[config.mk]
export PLATFORM = sky130hd
export DESIGN_NAME = vga_pattern_gen_flat
export DESIGN_NICKNAME = d
export VERILOG_FILES = /design/src/rtl/vga_pattern_gen_if.sv /design/src/rtl/vga_pattern_gen.sv /design/src/flat_wrapper.sv
export SDC_FILE = /design/constraint.sdc
export NUM_CORES = 1
export LEC_CHECK = 0
export BUFFER_PORTS_ARGS = -buffer_cell sky130_fd_sc_hd__buf_2
export CAP_MARGIN = 10
export CORE_MARGIN = 4
export CORE_UTILIZATION = 55
export CTS_BUF_LIST = sky130_fd_sc_hd__clkbuf_16
export CTS_CLUSTER_DIAMETER = 80
export DETAILED_ROUTE_END_ITERATION = 7
export GPL_TIMING_DRIVEN = 0
export PLACE_DENSITY_LB_ADDON = 0.1
export SYNTH_ARGS = -nofsm -noshare
export SYNTH_HDL_FRONTEND = slang
export SYNTH_SLANG_ARGS = --single-unit
[constraint.sdc]
create_clock -name pixel_clock -period 5.9 [get_ports pixel_clock]
set_input_delay 1.18 -clock pixel_clock [delete_from_list [all_inputs] [get_ports pixel_clock]]
set_output_delay 1.18 -clock pixel_clock [all_outputs]
set_load 0.05 [all_outputs]
[src/rtl/vga_pattern_gen_if.sv]
// Timing-generator to pattern-generator bus: position/sync in, RGB332/sync/frame pulse out.
interface vga_pattern_gen_if #(
  parameter int unsigned POSITION_REG_MAX = 11
);
  logic [POSITION_REG_MAX:0] h_position;
  logic [POSITION_REG_MAX:0] v_position;
  logic                      visible_area;
  logic                      vga_horizontal_sync_in;
  logic                      vga_vertical_sync_in;
  logic [1:0]                pattern_select;
  logic [2:0]                vga_red;
  logic [2:0]                vga_green;
  logic [1:0]                vga_blue;
  logic                      vga_horizontal_sync;
  logic                      vga_vertical_sync;
  logic                      frame_start;

  // Timing source / board side
  modport master (
    output h_position, v_position, visible_area,
           vga_horizontal_sync_in, vga_vertical_sync_in, pattern_select,
    input  vga_red, vga_green, vga_blue,
           vga_horizontal_sync, vga_vertical_sync, frame_start
  );

  // Pattern generator side
  modport slave (
    input  h_position, v_position, visible_area,
           vga_horizontal_sync_in, vga_vertical_sync_in, pattern_select,
    output vga_red, vga_green, vga_blue,
           vga_horizontal_sync, vga_vertical_sync, frame_start
  );
endinterface

[src/rtl/vga_pattern_gen.sv]
// RGB332 test-pattern source (bars, checker, bouncing box, gradient) with a 2-cycle pixel pipeline.
// Optional: define VGA_PATTERN_BORDER_EN to force a white 1-pixel frame border in every mode.
module vga_pattern_gen #(
  parameter int unsigned WIDTH             = 1280,
  parameter int unsigned HEIGHT            = 800,
  parameter int unsigned POSITION_REG_MAX  = 11,
  parameter logic        H_ACTIVE_POLARITY = 1'b0,
  parameter logic        V_ACTIVE_POLARITY = 1'b1,
  parameter int unsigned CHECK_SHIFT       = 5,
  parameter int unsigned BOX_SIZE          = 64,
  parameter int unsigned BOX_STEP          = 4
) (
  input logic            pixel_clock,
  input logic            reset,
  vga_pattern_gen_if.slave vga
);

  localparam int unsigned PW = POSITION_REG_MAX + 1;
  typedef logic [PW-1:0] pos_t;
  typedef logic [PW:0]   pos_ext_t;

  localparam pos_t BAR_1 = pos_t'(WIDTH * 1 / 8);
  localparam pos_t BAR_2 = pos_t'(WIDTH * 2 / 8);
  localparam pos_t BAR_3 = pos_t'(WIDTH * 3 / 8);
  localparam pos_t BAR_4 = pos_t'(WIDTH * 4 / 8);
  localparam pos_t BAR_5 = pos_t'(WIDTH * 5 / 8);
  localparam pos_t BAR_6 = pos_t'(WIDTH * 6 / 8);
  localparam pos_t BAR_7 = pos_t'(WIDTH * 7 / 8);

  localparam pos_t     FRAME_LINE = pos_t'(HEIGHT);
  localparam pos_t     BOX_X_MAX  = pos_t'(WIDTH - BOX_SIZE);
  localparam pos_t     BOX_Y_MAX  = pos_t'(HEIGHT - BOX_SIZE);
  localparam pos_t     STEP       = pos_t'(BOX_STEP);
  localparam pos_ext_t X_LIMIT    = pos_ext_t'(WIDTH);
  localparam pos_ext_t Y_LIMIT    = pos_ext_t'(HEIGHT);
  localparam pos_ext_t REACH      = pos_ext_t'(BOX_SIZE + BOX_STEP);
  localparam pos_ext_t SIZE_EXT   = pos_ext_t'(BOX_SIZE);
`ifdef VGA_PATTERN_BORDER_EN
  localparam pos_t     H_LAST     = pos_t'(WIDTH - 1);
  localparam pos_t     V_LAST     = pos_t'(HEIGHT - 1);
`endif

  localparam logic [7:0] WHITE = 8'hFF;
  localparam logic [7:0] BLUE  = 8'h03;

  pos_t       h;
  pos_t       v;
  logic [1:0] mode;
  pos_t       box_x;
  pos_t       box_y;
  logic       dir_x_neg;
  logic       dir_y_neg;
  logic [7:0] frame_count;

  pos_t       box_x_nxt;
  pos_t       box_y_nxt;
  logic       dir_x_neg_nxt;
  logic       dir_y_neg_nxt;
  logic       frame_event_c;

  logic [2:0] bar_idx;
  logic       checker_on;
  logic       in_box_x;
  logic       in_box_y;
  logic [7:0] pix_c;

  logic [7:0] pix_s1;
  logic       vis_s1;
  logic       hs_s1;
  logic       vs_s1;

  assign h = vga.h_position;
  assign v = vga.v_position;

  // Start of vertical blanking: the only point where mode and box may change.
  assign frame_event_c = (h == '0) && (v == FRAME_LINE);

  // Bounce the box off the right/bottom and left/top edges without wrapping.
  always_comb begin
    box_x_nxt     = box_x;
    box_y_nxt     = box_y;
    dir_x_neg_nxt = dir_x_neg;
    dir_y_neg_nxt = dir_y_neg;

    if (!dir_x_neg) begin
      if ({1'b0, box_x} + REACH >= X_LIMIT) begin
        box_x_nxt     = BOX_X_MAX;
        dir_x_neg_nxt = 1'b1;
      end else begin
        box_x_nxt = box_x + STEP;
      end
    end else begin
      if (box_x <= STEP) begin
        box_x_nxt     = '0;
        dir_x_neg_nxt = 1'b0;
      end else begin
        box_x_nxt = box_x - STEP;
      end
    end

    if (!dir_y_neg) begin
      if ({1'b0, box_y} + REACH >= Y_LIMIT) begin
        box_y_nxt     = BOX_Y_MAX;
        dir_y_neg_nxt = 1'b1;
      end else begin
        box_y_nxt = box_y + STEP;
      end
    end else begin
      if (box_y <= STEP) begin
        box_y_nxt     = '0;
        dir_y_neg_nxt = 1'b0;
      end else begin
        box_y_nxt = box_y - STEP;
      end
    end
  end

  // Bar index from fixed boundaries, no divider.
  always_comb begin
    bar_idx = 3'd0;
    if (h >= BAR_1) bar_idx = 3'd1;
    if (h >= BAR_2) bar_idx = 3'd2;
    if (h >= BAR_3) bar_idx = 3'd3;
    if (h >= BAR_4) bar_idx = 3'd4;
    if (h >= BAR_5) bar_idx = 3'd5;
    if (h >= BAR_6) bar_idx = 3'd6;
    if (h >= BAR_7) bar_idx = 3'd7;
  end

  assign checker_on = h[CHECK_SHIFT] ^ v[CHECK_SHIFT];
  assign in_box_x   = ({1'b0, h} >= {1'b0, box_x}) && ({1'b0, h} < {1'b0, box_x} + SIZE_EXT);
  assign in_box_y   = ({1'b0, v} >= {1'b0, box_y}) && ({1'b0, v} < {1'b0, box_y} + SIZE_EXT);

  // Pattern colour for the current input pixel, using the frame-latched mode.
  always_comb begin
    pix_c = 8'h00;
    unique case (mode)
      2'b00:   pix_c = {{3{bar_idx[2]}}, {3{bar_idx[1]}}, {2{bar_idx[0]}}};
      2'b01:   pix_c = checker_on ? WHITE : 8'h00;
      2'b10:   pix_c = (in_box_x && in_box_y) ? WHITE : BLUE;
      default: pix_c = {h[7:5], v[7:5], frame_count[7:6]};
    endcase
`ifdef VGA_PATTERN_BORDER_EN
    if ((h == '0) || (h == H_LAST) || (v == '0) || (v == V_LAST)) begin
      pix_c = WHITE;
    end
`endif
  end

  // Frame-rate state: latched mode, box position and frame counter.
  always_ff @(posedge pixel_clock) begin
    if (reset) begin
      mode            <= 2'b00;
      box_x           <= '0;
      box_y           <= '0;
      dir_x_neg       <= 1'b0;
      dir_y_neg       <= 1'b0;
      frame_count     <= 8'd0;
      vga.frame_start <= 1'b0;
    end else begin
      vga.frame_start <= frame_event_c;
      if (frame_event_c) begin
        mode        <= vga.pattern_select;
        box_x       <= box_x_nxt;
        box_y       <= box_y_nxt;
        dir_x_neg   <= dir_x_neg_nxt;
        dir_y_neg   <= dir_y_neg_nxt;
        frame_count <= frame_count + 8'd1;
      end
    end
  end

  // Two-stage pixel pipeline; syncs travel alongside so pins stay aligned.
  always_ff @(posedge pixel_clock) begin
    if (reset) begin
      pix_s1                  <= 8'h00;
      vis_s1                  <= 1'b0;
      hs_s1                   <= ~H_ACTIVE_POLARITY;
      vs_s1                   <= ~V_ACTIVE_POLARITY;
      vga.vga_red             <= 3'd0;
      vga.vga_green           <= 3'd0;
      vga.vga_blue            <= 2'd0;
      vga.vga_horizontal_sync <= ~H_ACTIVE_POLARITY;
      vga.vga_vertical_sync   <= ~V_ACTIVE_POLARITY;
    end else begin
      pix_s1                  <= pix_c;
      vis_s1                  <= vga.visible_area;
      hs_s1                   <= vga.vga_horizontal_sync_in;
      vs_s1                   <= vga.vga_vertical_sync_in;
      vga.vga_red             <= vis_s1 ? pix_s1[7:5] : 3'd0;
      vga.vga_green           <= vis_s1 ? pix_s1[4:2] : 3'd0;
      vga.vga_blue            <= vis_s1 ? pix_s1[1:0] : 2'd0;
      vga.vga_horizontal_sync <= hs_s1;
      vga.vga_vertical_sync   <= vs_s1;
    end
  end

endmodule

[src/flat_wrapper.sv]
// flat-port wrapper written by rule: the top's interface ports become plain ports
module vga_pattern_gen_flat 
#(
  parameter int unsigned WIDTH             = 1280,
  parameter int unsigned HEIGHT            = 800,
  parameter int unsigned POSITION_REG_MAX  = 11,
  parameter logic        H_ACTIVE_POLARITY = 1'b0,
  parameter logic        V_ACTIVE_POLARITY = 1'b1,
  parameter int unsigned CHECK_SHIFT       = 5,
  parameter int unsigned BOX_SIZE          = 64,
  parameter int unsigned BOX_STEP          = 4
)
  (pixel_clock, reset, vga_h_position, vga_v_position, vga_visible_area, vga_vga_horizontal_sync_in, vga_vga_vertical_sync_in, vga_pattern_select, vga_vga_red, vga_vga_green, vga_vga_blue, vga_vga_horizontal_sync, vga_vga_vertical_sync, vga_frame_start);
  vga_pattern_gen_if #(.POSITION_REG_MAX(POSITION_REG_MAX)) vga_i ();
  input logic pixel_clock;
  input logic reset;
  input wire logic [$bits(vga_i.h_position)-1:0] vga_h_position;
  input wire logic [$bits(vga_i.v_position)-1:0] vga_v_position;
  input wire logic [$bits(vga_i.visible_area)-1:0] vga_visible_area;
  input wire logic [$bits(vga_i.vga_horizontal_sync_in)-1:0] vga_vga_horizontal_sync_in;
  input wire logic [$bits(vga_i.vga_vertical_sync_in)-1:0] vga_vga_vertical_sync_in;
  input wire logic [$bits(vga_i.pattern_select)-1:0] vga_pattern_select;
  output wire logic [$bits(vga_i.vga_red)-1:0] vga_vga_red;
  output wire logic [$bits(vga_i.vga_green)-1:0] vga_vga_green;
  output wire logic [$bits(vga_i.vga_blue)-1:0] vga_vga_blue;
  output wire logic [$bits(vga_i.vga_horizontal_sync)-1:0] vga_vga_horizontal_sync;
  output wire logic [$bits(vga_i.vga_vertical_sync)-1:0] vga_vga_vertical_sync;
  output wire logic [$bits(vga_i.frame_start)-1:0] vga_frame_start;
  assign vga_i.h_position = vga_h_position;
  assign vga_i.v_position = vga_v_position;
  assign vga_i.visible_area = vga_visible_area;
  assign vga_i.vga_horizontal_sync_in = vga_vga_horizontal_sync_in;
  assign vga_i.vga_vertical_sync_in = vga_vga_vertical_sync_in;
  assign vga_i.pattern_select = vga_pattern_select;
  assign vga_vga_red = vga_i.vga_red;
  assign vga_vga_green = vga_i.vga_green;
  assign vga_vga_blue = vga_i.vga_blue;
  assign vga_vga_horizontal_sync = vga_i.vga_horizontal_sync;
  assign vga_vga_vertical_sync = vga_i.vga_vertical_sync;
  assign vga_frame_start = vga_i.frame_start;
  vga_pattern_gen #(.WIDTH(WIDTH), .HEIGHT(HEIGHT), .POSITION_REG_MAX(POSITION_REG_MAX), .H_ACTIVE_POLARITY(H_ACTIVE_POLARITY), .V_ACTIVE_POLARITY(V_ACTIVE_POLARITY), .CHECK_SHIFT(CHECK_SHIFT), .BOX_SIZE(BOX_SIZE), .BOX_STEP(BOX_STEP)) u_core (.pixel_clock(pixel_clock), .reset(reset), .vga(vga_i));
endmodule
# Word level (Yosys, flattened, before mapping)
# Index checks and enable logic that the tools add are counted.
# op_classes
n_reduce_logical	7
mux	22
bitwise	2
n_eq_ne	3
add_sub_neg	9
magnitude_cmp	15
# op_table
cell	n
two-way mux 12 bit	6
adder 12 x 7 -> 13 bit (second input constant)	4
greater-or-equal comparator 12 x 10 -> 1 bit (second input constant)	3
less-than comparator 12 x 13 -> 1 bit	2
adder 12 x 3 -> 12 bit (second input constant)	2
greater-or-equal comparator 12 bit	2
greater-or-equal comparator 12 x 9 -> 1 bit (second input constant)	2
<= comparator 12 x 3 -> 1 bit (second input constant)	2
case mux 8 bit (3 select lines)	1
subtractor 12 x 3 -> 12 bit (second input constant)	2
two-way mux 8 bit	2
greater-or-equal comparator 13 x 10 -> 1 bit (second input constant)	1
greater-or-equal comparator 13 x 11 -> 1 bit (second input constant)	1
== test 12 x 10 -> 1 bit (second input constant)	1
greater-or-equal comparator 12 x 11 -> 1 bit (second input constant)	1
greater-or-equal comparator 12 x 8 -> 1 bit (second input constant)	1
zero test 12 bit	1
two-way mux 3 bit	4
adder 8 x 1 -> 8 bit (second input constant)	1
two-way mux 1 bit	7
logical AND 1 bit	4
two-way mux 2 bit	2
== test 2 x 1 -> 1 bit (second input constant)	1
== test 2 bit (second input constant)	1
4 further kinds	4
# word_totals
register_bits	58
output_inout_bits	11
elab_cells	74
in_bits	31

# Depth between registers and ports, before layout
# Gate-level depths: netlist of run 1.
# logic_depth
depth_word	9
mapped_depth	12
mapped_depth_nobuf	11

# Worst setup path after synthesis of run 1
# OpenSTA, ideal clock, no wires.
# synth_path
path_kind	in2reg
from	input vga_h_position[0]
to	register u_core.box_y[6]
arrival_ns	2.570
required_ns	5.772
stages	7
setup_slack_ns	3.203
setup_time_ns	0.128
n_path_buf	1
cell_sequence	nor4b_1 > nand4_1 > or2_2 > clkbuf_1 > a221o_1 > a221oi_1 > nor2_1
# synth_between
elab_chain_cells	2
# synth_lines
element	line	source
start: declaration	flat_wrapper.sv:17	input wire logic [$bits(vga_i.h_position)-1:0] vga_h_position;
zero test 12 bit	vga_pattern_gen.sv:76	assign frame_event_c = (h == '0) && (v == FRAME_LINE);
logical AND 1 bit	vga_pattern_gen.sv:76	
end signal: assignment	vga_pattern_gen.sv:165	box_y <= box_y_nxt;
end: declaration	vga_pattern_gen.sv:50	pos_t box_y;
# Every way passes these cells.
# A chain may end at the register's enable or synchronous reset.

# Final worst setup path of run 1
# layout_path
from	input vga_h_position[2]
to	register u_core.box_x[8]
# layout_between
elab_chain_cells	2
# layout_lines
element	line	source
zero test 12 bit	vga_pattern_gen.sv:76	
logical AND 1 bit	vga_pattern_gen.sv:76	
end signal: assignment	vga_pattern_gen.sv:164	box_x <= box_x_nxt;
end: declaration	vga_pattern_gen.sv:49	pos_t box_x;
# Every way passes these cells.

==> impl_summary.log, run 1 <==
[metrics] Final Wtd Congestion: 0.9544
[metrics] maximum capacitance violations: 0
[metrics] Slew Viols, Final: 0
[metrics] number of rows created at floorplan: 30
[metrics] Min-Delay Path Class: reg -> reg
[metrics] floorplan die width: 93.56 µm
[metrics] total number of nets in the final design: 616
[metrics] core region area: 6944 µm²
[metrics] Int Pwr: 616.0 µW
[metrics] final-report setup violation count: 0
[metrics] result of the run: finished clean
[metrics] endpoint kind of the worst setup timing path: flip-flop
[metrics] root cell of the clock tree: sky130_fd_sc_hd__clkbuf_16
[metrics] most used flip-flop cell after synthesis: sky130_fd_sc_hd__dfxtp_1
[metrics] data arrival time of the critical path: 3.33 ns
[metrics] post-synthesis instance area: 4026 µm²
[metrics] detail-routed net length per standard cell: 17.86 µm
[metrics] highest-count cells in the layout ignoring fill and taps: sky130_fd_sc_hd__dfxtp_1, sky130_fd_sc_hd__buf_2, sky130_fd_sc_hd__ha_1
[metrics] wire length reported by the detailed router: 11,380 µm
[metrics] worst slew margin relative to its limit: 0.5668
[metrics] Via density: 6.339
[metrics] initial antenna violation count: 0
[metrics] count of antenna-violating nets left after detailed routing: 0
[metrics] First-pass DRT Iterations: 5
[metrics] # DRC: 0
[metrics] clock transition at the registers of the reported paths: 0.08 ns
[metrics] count of input and output buffers: 40
[metrics] family with the most delay on the worst path: simple AND/OR/NAND/NOR gates
[metrics] Warnings, synthesis: 0
[metrics] Net Sw Frac: 0.2527
[metrics] DRT iter0 DRCs: 408
[metrics] clock share of power: 0.407
[metrics] synth-to-layout area growth: 12.09%
[metrics] register bit count reported by yosys: 54
[metrics] post-CTS repair timing setup buffer count: 0
[metrics] Worst Path Class, Setup: in -> reg
[metrics] fraction of synthesis flops using an asynchronous set or reset pin: 0
[metrics] vias in the first global route: 3,791
[metrics] setup repair after global routing missed its margin: no
[metrics] Critical Path Fanout Max: 10
[metrics] sum of overflow across all layers after global routing: 0
[metrics] sum of negative setup slack: 0 ns
[metrics] transition time at the pin with the least slew margin: 0.6498 ns
[metrics] worst hold-check slack: 0.4095 ns
[metrics] maximum number of pins on one net before global-route repair: 17
[metrics] H-Tree Depth: 2
[metrics] Comb power frac: 0.136
[metrics] clock tree buffer depth: 2
[metrics] TritonCTS clock tree: done
[metrics] DP HPWL: 8576 µm
[metrics] Initial Util: 0.5798
[metrics] post-route clock period utilization: 0.5322
[metrics] power per cell area: 182.7 nW/µm²
[metrics] clock sink count: 54
[metrics] commonest non-fill, non-tap cell in the layout: sky130_fd_sc_hd__dfxtp_1
[metrics] Fmax achieved: 318.5 MHz
[metrics] number of gates resized after CTS: 0
[metrics] cell chain of the critical path: buf_2 > nor4_1 > nand4_1 > nor2_1 > clkbuf_1 > o21ai_0 > a211oi_1
[metrics] total CTS buffers: 5
[metrics] Critical Path RT: 6.09 ns
[metrics] critical path's largest stage delay: 0.51 ns
[metrics] worst skew pair latency: 0.29 ns
[metrics] total I/O pin count: 42
[metrics] ratio of cells with drive above 1 in the final layout: 0.1368
[metrics] Setup Skew: 0.008583 ns
[metrics] count of vias placed by the detailed router: 4,038
[metrics] Hold Buf Count CTS: 0
[metrics] per-instance average area after synthesis: 8.167 µm²
[metrics] post-route minimum period: 3.140 ns
[metrics] Net Sw Power: 208.3 µW
[metrics] Critical path buffers and inverters: 2
[metrics] total inserted antenna cells: 0
[metrics] net count after synthesis: 569
[metrics] number of enable flip-flop cells after synthesis: 0
[metrics] type of element launching the critical path: primary input
[metrics] Worst IR Drop VDD: 0.0001577 V
[metrics] first-pass GRT wire length: 18,650 µm
[metrics] y dimension of the die: 93.56 µm
[metrics] Final Hold Violating Endpoints: 0
[metrics] GR Util All Layers: 0.2667
[metrics] gate count after technology mapping: 493
[metrics] area of the die: 8753 µm²
[metrics] count of distinct cell types in the synthesized netlist: 69
[metrics] post-synthesis sequential area ratio: 0.2685
[metrics] static leakage power: 1.796 nW
[metrics] Sequential Power Share: 0.457
[metrics] Slowest cell on crit path: sky130_fd_sc_hd__nor2_1
through the flow:
stage                       util  instances  area (µm²)  total power, mW  setup WS, ns
after floorplan                -        493        4026           0.4552         3.203
after global placement    0.6259        629        4347           0.4916         2.428
after detailed placement  0.6259        629        4347           0.4956         2.439
after CTS                 0.6499        637        4513           0.8268         2.737
after global routing      0.6499        637        4513           0.8574         2.624
final                     0.6499        637        4513           0.8243         2.760
flip-flops by register name (all words and copies together) (netlist names), 2 cells and up:
signal and cells:
u_core.frame_count 8, u_core.pix_s1 8, u_core.box_x 10, u_core.box_y 10
u_core.vga.vga_red 3, u_core.mode 2, u_core.vga.vga_green 3, u_core.vga.vga_blue 2
path summary, 6_finish.rpt:
| check | startpoint | cells past startpoint | slack, ns | to |
|---|---|---|---|---|
| max | vga_h_position[2] | 7 | 2.76 | u_core.box_x[8] |
| min | u_core.hs_s1 | 1 | 0.41 | u_core.vga.vga_horizontal_sync |
| max reg2reg | u_core.box_y[8] | 12 | 3.01 | u_core.pix_s1[5] |
| min reg2reg | u_core.hs_s1 | 1 | 0.41 | u_core.vga.vga_horizontal_sync |
kinds of logic after synthesis:
group | count (synthesis) | synth area share
AO/OA/AOI/OAI | 148 | 0.2604
XOR/XNOR | 19 | 0.04133
adder cells (fa/ha/maj) | 45 | 0.1398
buffers and inverters | 54 | 0.06152
flip-flops | 54 | 0.2685
multiplexers | 1 | 0.002486
AND/OR/NAND/NOR | 172 | 0.2259
power groups by stage:
| stage | Sequential [mW] | Combinational (mW) | Clock, mW |
|---|---|---|---|
| 6_report | 0.377 | 0.112 | 0.336 |
| 5_1_grt | 0.377 | 0.125 | 0.355 |
| 4_1_cts | 0.377 | 0.111 | 0.339 |
| 3_5_place_dp | 0.385 | 0.110 | 0 |
| 3_3_place_gp | 0.385 | 0.107 | 0 |
| 2_1_floorplan | 0.391 | 0.0643 | 0 |
metal layers:
layer  wire [µm]  vias up  global-route usage
met5           0        -                   0
met4         151        0             0.06980
met3         814       20             0.03701
met2        5293      186              0.4360
met1        5121     1887              0.3685
li1            -     1945                   -
synthesized netlist by cell type, types with 3 or more instances:
master,n,area (µm²)
sky130_fd_sc_hd__o2111a_1,4,45.04
sky130_fd_sc_hd__nand4_1,18,112.6
sky130_fd_sc_hd__a21oi_1,40,200.2
sky130_fd_sc_hd__xor2_1,7,61.31
sky130_fd_sc_hd__buf_2,9,45.04
sky130_fd_sc_hd__o21ai_0,23,115.1
sky130_fd_sc_hd__dfxtp_1,54,1081
sky130_fd_sc_hd__o21a_1,3,22.52
sky130_fd_sc_hd__a221oi_1,8,70.07
sky130_fd_sc_hd__nand2b_1,3,18.77
sky130_fd_sc_hd__o211ai_1,8,60.06
sky130_fd_sc_hd__or3_1,4,25.02
sky130_fd_sc_hd__or4_1,3,22.52
sky130_fd_sc_hd__o31a_1,3,26.28
sky130_fd_sc_hd__a21o_1,7,52.55
sky130_fd_sc_hd__nor3_1,14,70.07
sky130_fd_sc_hd__nor2b_1,6,37.54
sky130_fd_sc_hd__nand2_1,34,127.6
sky130_fd_sc_hd__o21ai_1,4,20.02
sky130_fd_sc_hd__ha_1,45,563.0
sky130_fd_sc_hd__a41oi_1,7,61.31
sky130_fd_sc_hd__o31ai_1,6,45.04
sky130_fd_sc_hd__inv_1,27,101.4
sky130_fd_sc_hd__or2_2,3,18.77
sky130_fd_sc_hd__a41o_1,5,50.05
sky130_fd_sc_hd__a31oi_1,3,18.77
sky130_fd_sc_hd__a211oi_1,4,30.03
sky130_fd_sc_hd__and2_1,10,62.56
sky130_fd_sc_hd__nand3_1,17,85.08
sky130_fd_sc_hd__nor4_1,6,37.54
sky130_fd_sc_hd__xnor2_1,12,105.1
sky130_fd_sc_hd__nor2_1,37,138.9
sky130_fd_sc_hd__and3_1,5,31.28
sky130_fd_sc_hd__clkbuf_1,10,37.54
layout make-up:
cell class                      count  area (µm²)
Buffer                             25       138.9
Clock buffer                        5       125.1
Clock inverter                      3       41.29
Fill cell                         616        2431
Inverter                           29       108.9
Multi-Input combinational cell    385        2698
Sequential cell                    54        1081
Tap cell                           96       120.1
Timing Repair Buffer               40       200.2
Note: power is estimated with default switching activity, not from simulation.
==> run 2, diff against run 1 <==
Clock period 5.9 ns to 3 ns, I/O delays scaled along.
==> impl_summary.log, run 2 (same netlist as run 1, synthesis figures left out) <==
[metrics] post-layout power: 1.624 mW (+97%)
[metrics] R2R Path Start: u_core.box_x[6]
[metrics] worst skew pair latency: 0.29 ns (about the same)
[metrics] ratio of cells with drive above 1 in the final layout: 0.1386 (+0.001848)
[metrics] critical path's largest stage delay: 0.52 ns (about the same)
[metrics] clock sink count: 54 (unchanged)
[metrics] Reg2Reg Setup Slack: 0.24 ns (-2.77 ns)
[metrics] vias in the first global route: 3,791 (unchanged)
[metrics] type of element launching the critical path: flip-flop
[metrics] Critical Path RT: 3.19 ns (-2.90 ns)
[metrics] Setup Skew: 0.008756 ns (+0.0001734 ns)
[metrics] Final Hold Violating Endpoints: 0 (unchanged)
[metrics] Critical Path Fanout Max: 8 (-2)
[metrics] static leakage power: 1.796 nW (about the same)
[metrics] clock transition at the registers of the reported paths: 0.08 ns (about the same)
[metrics] y dimension of the die: 93.56 µm (unchanged)
[metrics] # DRC: 0 (unchanged)
[metrics] DRT iter0 DRCs: 382 (-6.4%)
[metrics] number of cells on the worst hold path: 1 (unchanged)
[metrics] total number of nets in the final design: 616 (unchanged)
[metrics] sequential cell area: 1081 µm² (unchanged)
[metrics] endpoint kind of the worst setup timing path: flip-flop
[metrics] detail-routed net length per standard cell: 17.83 µm (-0.20%)
[metrics] floorplan die width: 93.56 µm (unchanged)
[metrics] Via density: 6.338 (about the same)
[metrics] Slew Viols, Final: 0 (unchanged)
[metrics] area of the die: 8753 µm² (unchanged)
[metrics] number of rows created at floorplan: 30 (unchanged)
[metrics] wire length reported by the detailed router: 11,360 µm (-0.20%)
[metrics] total I/O pin count: 42 (unchanged)
[metrics] Critical path buffers and inverters: 1 (-1)
[metrics] Slowest cell on crit path: sky130_fd_sc_hd__dfxtp_1
[metrics] depth of the most critical reg-to-reg path: 7 (-5)
[metrics] hold-critical path endpoint: u_core.vga.vga_horizontal_sync
[metrics] Fmax achieved: 362.6 MHz
[metrics] family with the most delay on the worst path: compound AO/OA/AOI/OAI gates
[metrics] sum of negative setup slack: 0 ns (unchanged)
[metrics] maximum number of pins on one net before global-route repair: 17 (unchanged)
[metrics] maximum capacitance violations: 0 (unchanged)
[metrics] total CTS buffers: 5 (unchanged)
[metrics] cell chain of the critical path: inv_1 > ha_1 > a41o_1 > or3_4 > a311oi_4 > a221oi_1 > a2111oi_2
[metrics] count of antenna-violating nets left after detailed routing: 0 (unchanged)
[metrics] post-route clock period utilization: 0.9193
[metrics] sum of overflow across all layers after global routing: 0 (unchanged)
[metrics] final-report setup violation count: 0 (unchanged)
[metrics] initial antenna violation count: 0 (unchanged)
[metrics] count of input and output buffers: 40 (unchanged)
[metrics] clock tree buffer depth: 2 (unchanged)
[metrics] Worst IR Drop VDD: 0.0003102 V (+97%)
[metrics] GR Util All Layers: 0.2667 (unchanged)
[metrics] worst reg2reg path endpoint: u_core.box_x[5]
[metrics] data arrival time of the critical path: 2.95 ns (-0.38 ns)
[metrics] Worst Path Class, Setup: reg -> reg
[metrics] TritonCTS clock tree: done
[metrics] setup repair after global routing missed its margin: no
[metrics] core region area: 6944 µm² (unchanged)
[metrics] total inserted antenna cells: 0 (unchanged)
[metrics] Initial Util: 0.5798 (unchanged)
[metrics] Min-Delay Path Class: reg -> reg
[metrics] highest-count cells in the layout ignoring fill and taps: sky130_fd_sc_hd__dfxtp_1, sky130_fd_sc_hd__buf_2, sky130_fd_sc_hd__ha_1
[metrics] H-Tree Depth: 2 (unchanged)
[metrics] Final Wtd Congestion: 0.9544 (unchanged)
[metrics] Hold Buf Count CTS: 0 (unchanged)
[metrics] first-pass GRT wire length: 18,650 µm (unchanged)
[metrics] Worst Hold Launch: u_core.hs_s1
[metrics] Largest regs: u_core.box_x (10), u_core.box_y (10)
[metrics] First-pass DRT Iterations: 5 (unchanged)
[metrics] commonest non-fill, non-tap cell in the layout: sky130_fd_sc_hd__dfxtp_1
[metrics] post-route minimum period: 2.758 ns
[metrics] power per cell area: 359.4 nW/µm² (+97%)
[metrics] transition time at the pin with the least slew margin: 0.6517 ns (+0.001825 ns)
[metrics] result of the run: finished clean
[metrics] DP HPWL: 8576 µm (unchanged)
[metrics] worst slew margin relative to its limit: 0.5656 (-0.001217)
[metrics] root cell of the clock tree: sky130_fd_sc_hd__clkbuf_16
[metrics] count of vias placed by the detailed router: 4,037 (-0.025%)
[metrics] filler cell count: 616 (unchanged)
[metrics] synth-to-layout area growth: 12.21%
[metrics] multi-input gate area in the final layout: 2700 µm² (about the same)
run 2: cell count changes in the layout (fill, tap and decap cells not counted), sizes merged:
| cell | previous run | this run |
|---|---|---|
| buf | 55 | 54 |
| clkbuf | 15 | 16 |
run 2: repair_timing:
action	CTS	global route
endpoints found under the setup margin	0	6
setup buffers	0	0
resized for setup	0	3
run 2: worst max path at each step:
| stage | from | to | slack, ns | depth (start not counted) |
|---|---|---|---|---|
| 2_1_floorplan | u_core.box_x[6] | u_core.box_x[5] | 0.71 | 7 |
| 3_3_place_gp | vga_h_position[7] | u_core.box_y[7] | 0.11 | 7 |
| 5_1_grt | u_core.box_y[8] | u_core.pix_s1[3] | 0.02 | 12 |
| 6_report | u_core.box_x[6] | u_core.box_x[5] | 0.24 | 7 |
| 4_1_cts | u_core.box_y[8] | u_core.pix_s1[2] | 0.13 | 12 |
| 3_5_place_dp | vga_h_position[7] | u_core.box_y[11] | 0.12 | 8 |
run 2: final cells by class:
| cell class | count | area share |
|---|---|---|
| multi-input cells | 385 | 0.5976 |
| flip-flops and latches | 54 | 0.2393 |
| repair buffers | 40 | 0.04431 |
| plain buffers | 25 | 0.03129 |
| clock buffers | 5 | 0.02769 |
| well taps | 96 | 0.02659 |
| inverters | 29 | 0.02409 |
| clock inverters | 3 | 0.009139 |
run 2: stage by stage:
stage               cell area (µm²)  cells  worst slack, ns  hold WS (ns)  utilization
finish                         4518    637           0.2420        0.4094       0.6506
floorplan                      4026    493           0.7083        0.3895            -
global route                   4518    637          0.02021        0.4304       0.6506
detailed placement             4347    629           0.1191        0.3959       0.6259
CTS                            4513    637           0.1338        0.4110       0.6499
global placement               4347    629           0.1082        0.3977       0.6259
run 2: layer usage:
metal / GRT usage / share of wire
met1: 0.3685 / 0.45
met2: 0.4360 / 0.47
met3: 0.03701 / 0.069
met4: 0.06980 / 0.012
met5: 0 / 0
run 2: worst register-to-register path, delay by kind of cell, from the launching register on:
family	cells	cell delay [ns]
AOI/OAI and AO/OA	4	1.28
buffers and inverters	1	0.24
DFF	1	0.52
adders and majority gates	1	0.25
and+or+nand+nor	1	0.37
run 2: report_power, final:
group          total [mW]  switching (mW)  leakage (nW)  internal [mW]
combinational       0.222           0.135          1.27         0.0878
clock               0.661           0.269        0.0812          0.391
sequential          0.741         0.00750         0.440          0.733
total                1.62           0.411          1.80           1.21
